**config.mk**
```make
export PLATFORM = sky130hd
export DESIGN_NAME = x7dn_resp_misr
export DESIGN_NICKNAME = d
export VERILOG_FILES = /design/src/rtl/x7dn_resp_misr.sv
export SDC_FILE = /design/constraint.sdc
export NUM_CORES = 1
export LEC_CHECK = 0
export CAP_MARGIN = 30
export CORE_MARGIN = 3
export CORE_UTILIZATION = 40
export DETAILED_ROUTE_END_ITERATION = 16
export PLACE_DENSITY_LB_ADDON = 0.15
export SKIP_LAST_GASP = 1
export SYNTH_ARGS = -nofsm -noshare
export SYNTH_HDL_FRONTEND = slang
export SYNTH_SLANG_ARGS = --single-unit
```
**constraint.sdc**
```tcl
create_clock -name clk -period 3.2 [get_ports clk]
set_clock_uncertainty 0.1 [all_clocks]
set_input_delay 0.32 -clock clk [delete_from_list [all_inputs] [get_ports clk]]
set_output_delay 0.32 -clock clk [all_outputs]
set_load 0.01 [all_outputs]
```
**src/rtl/x7dn_resp_misr.sv**
```systemverilog
// Multiple-input signature register that compacts a run of x7dn response words
// into a 15-bit signature, with a start / stream / hand-off control FSM.
module x7dn_resp_misr #(
    parameter logic [14:0] POLY = 15'h6001,
    parameter logic [14:0] SEED = 15'h7FFF
) (
    input  logic        clk,
    input  logic        rst,
    input  logic        start,
    input  logic [15:0] num_samples,
    input  logic [14:0] y,
    input  logic        in_valid,
    output logic        in_ready,
    output logic [14:0] sig,
    output logic        sig_valid,
    input  logic        sig_ready,
    output logic [15:0] sample_cnt,
    output logic        busy
);

    // state | meaning
    // IDLE  | waiting for start; sig keeps the last signature
    // RUN   | accepting response words into the MISR
    // HOLD  | final signature presented until the consumer takes it
    typedef enum logic [1:0] {
        IDLE = 2'd0,
        RUN  = 2'd1,
        HOLD = 2'd2
    } state_t;

    state_t      state_q;
    state_t      state_d;
    logic [15:0] num_q;
    logic [15:0] num_d;
    logic [14:0] sig_d;
    logic [15:0] cnt_d;
    logic [15:0] cnt_inc;
    logic        accept;

    always_comb begin
        state_d   = state_q;
        sig_d     = sig;
        cnt_d     = sample_cnt;
        num_d     = num_q;
        in_ready  = (state_q == RUN);
        sig_valid = (state_q == HOLD);
        busy      = (state_q != IDLE);
        accept    = in_valid & in_ready;
        cnt_inc   = sample_cnt + 16'd1;

        case (state_q)
            IDLE: begin
                if (start) begin
                    num_d   = num_samples;
                    sig_d   = SEED;
                    cnt_d   = 16'd0;
                    state_d = (num_samples != 16'd0) ? RUN : HOLD;
                end
            end
            RUN: begin
                if (accept) begin
                    sig_d = {sig[13:0], 1'b0} ^ (sig[14] ? POLY : 15'h0) ^ y;
                    cnt_d = cnt_inc;
                    // RUN is only entered with a nonzero target, so the count never wraps
                    if (cnt_inc == num_q) begin
                        state_d = HOLD;
                    end
                end
            end
            HOLD: begin
                if (sig_ready) begin
                    state_d = IDLE;
                end
            end
            default: begin
                state_d = IDLE;
            end
        endcase
    end

    always_ff @(posedge clk) begin
        if (rst) begin
            state_q    <= IDLE;
            sig        <= SEED;
            sample_cnt <= 16'd0;
            num_q      <= 16'd0;
        end else begin
            state_q    <= state_d;
            sig        <= sig_d;
            sample_cnt <= cnt_d;
            num_q      <= num_d;
        end
    end

endmodule

```
==> flow_metrics.tcl <==
set metrics [dict create \
    setup.worst_path.start "sample_cnt[2]" \
    status "finished, final reports clean" \
    ys_warn_count 0 \
    drive_gt1_share_pct 4.337 \
    drc 0 \
    power.share.switching_pct 26.92 \
    antenna_cells 0 \
    cts.path.max_buffers 2 \
    hold_buffers 0 \
    vias 2621 \
    routed_wl_um 7235 \
    synth_nets 391 \
    tns_ns 0 \
    coreArea_um2 6459 \
    crit_required_ns 3.29 \
    drt_iter0_markers 172 \
    crit_type "flop to flop" \
    synth_edf_count 0 \
    crit_path_end_kind "flop" \
    finalCritPeriodShare_pct 85.96 \
    cts_resized 0 \
    cts_sinks 49 \
    slew_violations 0 \
    ys.flop_type "dfxtp_1" \
    reg2reg_from "sample_cnt[2]" \
    cts_setup_buffers 0 \
    cts_tree "done" \
    worst_slack_ns 0.4494 \
    crit_fanout 11 \
    clk_pin_slew_ns 0.09 \
    area_growth_pct 31.01 \
    cts_buffers 5 \
    startpoint_type "flop" \
    final_core_util_pct 54.92 \
    overflow 0 \
    grt_pass1_wl_um 12120 \
    ys_seq_area_share_pct 36.23 \
    dr.pass1.iters 4 \
    fillCellCount 655 \
    port_buffers 69 \
    gp_congestion 0.8556 \
    async_reset_ff_share_pct 0 \
    worstSkewPairLatency_ns 0.31 \
    fin_crit_ns 2.751 \
    start_util_pct 41.92 \
    synthCells 354 \
    setup_viol 0 \
    grt_pass1_vias 2477 \
    max_clock_freq_ghz 0.3636 \
    nets 451 \
    clockPowerShare_pct 30.4 \
    synth_cell_type_count 42 \
    relSlewSlack_pct 63.59 \
    avgSynthCellArea_um2 7.649 \
    die_x_um 88.28 \
    htreeDepth 2 \
    ys_ff_latch 49 \
    min_path_type "flop to flop" \
    ant_nets 0 \
    dieArea_um2 7792 \
    p_leak_nw 1.267 \
    post_drt_wl_per_cell_um 14.71 \
    viasPerCell 5.327 \
    power.density_nw_per_um2 356.6 \
    worstHoldStart "num_q[7]" \
    syn_area_um2 2708 \
    grt_usage_pct 19.70 \
    worstPathArrival_ns 2.84 \
    dieHeight_um 88.28 \
    place_ws_ns 0.5113 \
    antenna_found_initial 0 \
    grt_max_degree 41 \
    pwr-share-comb_pct 18.1 \
    cts_root_buf "clkbuf_8" \
    io_pins 70 \
    hold_viol_final 0 \
    drv_cap 0 \
    row_count 29 \
    p_int_w 0.0009243 \
    rsz0062_at_grt "no" \
    p_sw_w 0.0003405 \
    worst_pin_slew_ns 0.5393 \
    p_seq_share_pct 51.5 \
    vdd_drop_max_mv 0.2071 \
    post-dp-hpwl_um 5459 \
]
power groups by stage:
| stage | combinational [W] | clock (W) | sequential, W |
|---|---|---|---|
| 3_5_place_dp | 0.000229 | 0 | 0.000666 |
| 6_report | 0.000229 | 0.000385 | 0.000651 |
| 5_1_grt | 0.000256 | 0.000431 | 0.000655 |
| 2_1_floorplan | 0.000122 | 0 | 0.000665 |
| 4_1_cts | 0.000231 | 0.000401 | 0.000651 |
| 3_3_place_gp | 0.000229 | 0 | 0.000665 |
per-stage QoR:
stage / power [W] / hold slack (ns) / std cells / cell area [µm²]
after floorplan: 0.0007865 / 0.3478 / 354 / 2708
after global placement: 0.0008944 / 0.3614 / 484 / 3451
after detailed placement: 0.0008950 / 0.3639 / 484 / 3451
after CTS: 0.001283 / 0.3771 / 492 / 3547
after global routing: 0.001342 / 0.4126 / 492 / 3547
final: 0.001265 / 0.3797 / 492 / 3547
state kept, by name (all words and copies together) (netlist names):
name	cells
state_q	2
sample_cnt	16
num_q	16
sig	15
worst paths after layout:
path / to / depth (start not counted) / slack [ns]
max: state_q[0] / 6 / 0.45
min: num_q[7] / 2 / 0.38
max reg2reg: state_q[0] / 6 / 0.45
min reg2reg: num_q[7] / 2 / 0.38
cell families after synthesis:
kind of cell	Yosys count	share of synthesized area, %
compound gates	80	17.33
simple gates	159	29.39
flops	49	36.23
fa+ha+maj	1	0.4620
xor+xnor	37	11.97
mux	1	0.3697
buf+inv	27	4.251
cells in the final DEF, fill, tap and decap left out, types with 2 or more instances in the layout:
cell type / count
clkdlybuf4s50_1: 69
nand2_1: 49
dfxtp_1: 49
a21oi_1: 33
xnor2_1: 31
o21ai_0: 26
nor2_1: 24
nand3_1: 23
nand2b_1: 16
nor3_1: 12
buf_4: 8
nor2b_1: 6
xor2_1: 6
clkbuf_8: 6
nand4_1: 5
and4_1: 5
a311oi_1: 4
nor4_1: 4
inv_1: 3
and2_1: 3
and3_1: 2
a22oi_1: 2
nand3b_1: 2
a31oi_1: 2
a21o_1: 2
nor3b_1: 2
o211ai_1: 2
a211o_1: 2
or4_1: 2
synth_stat cells, types with 3 or more instances:
cell type,n,area [µm²]
and2_1,3,18.77
dfxtp_1,49,980.9
nand4_1,5,31.28
nor2_1,24,90.09
nor2b_1,6,37.54
and4_1,5,43.79
nand2b_1,16,100.1
inv_1,3,11.26
a311oi_1,4,35.03
xnor2_1,31,271.5
clkbuf_1,19,71.32
nand3_1,23,115.1
nor3_1,12,60.06
buf_4,3,22.52
a21oi_1,33,165.2
xor2_1,6,52.55
nor4_1,4,25.02
o21ai_0,26,130.1
nand2_1,49,183.9
worst max-delay path: stages (launching register included):
cell       delay (ns)
dfxtp_1          0.46
and4_1           0.48
nand4_1          0.22
or4_1            0.55
a211o_1          0.33
a2111oi_2        0.37
a21oi_1          0.11
layout make-up:
type / instances / area [µm²] / area share [%]
repair buffers: 77 / 750.7 / 21.16
clock inverters: 2 / 13.76 / 0.3880
multi-input cells: 278 / 1612 / 45.43
flip-flops and latches: 49 / 980.9 / 27.65
inverters: 3 / 11.26 / 0.3175
well taps: 77 / 96.34 / 2.716
clock buffers: 6 / 82.58 / 2.328
layer usage:
| layer | up-vias | share of wire (%) | routed length [µm] | track usage, % |
|---|---|---|---|---|
| met5 | - | 0 | 0 | 0 |
| met4 | 0 | 1.5 | 107 | 5.769 |
| met3 | 7 | 6.5 | 468 | 4.190 |
| met2 | 82 | 44 | 3169 | 31.07 |
| met1 | 1176 | 48 | 3489 | 27.18 |
| li1 | 1356 | - | - | - |
Power figures use the tool's default switching activity.
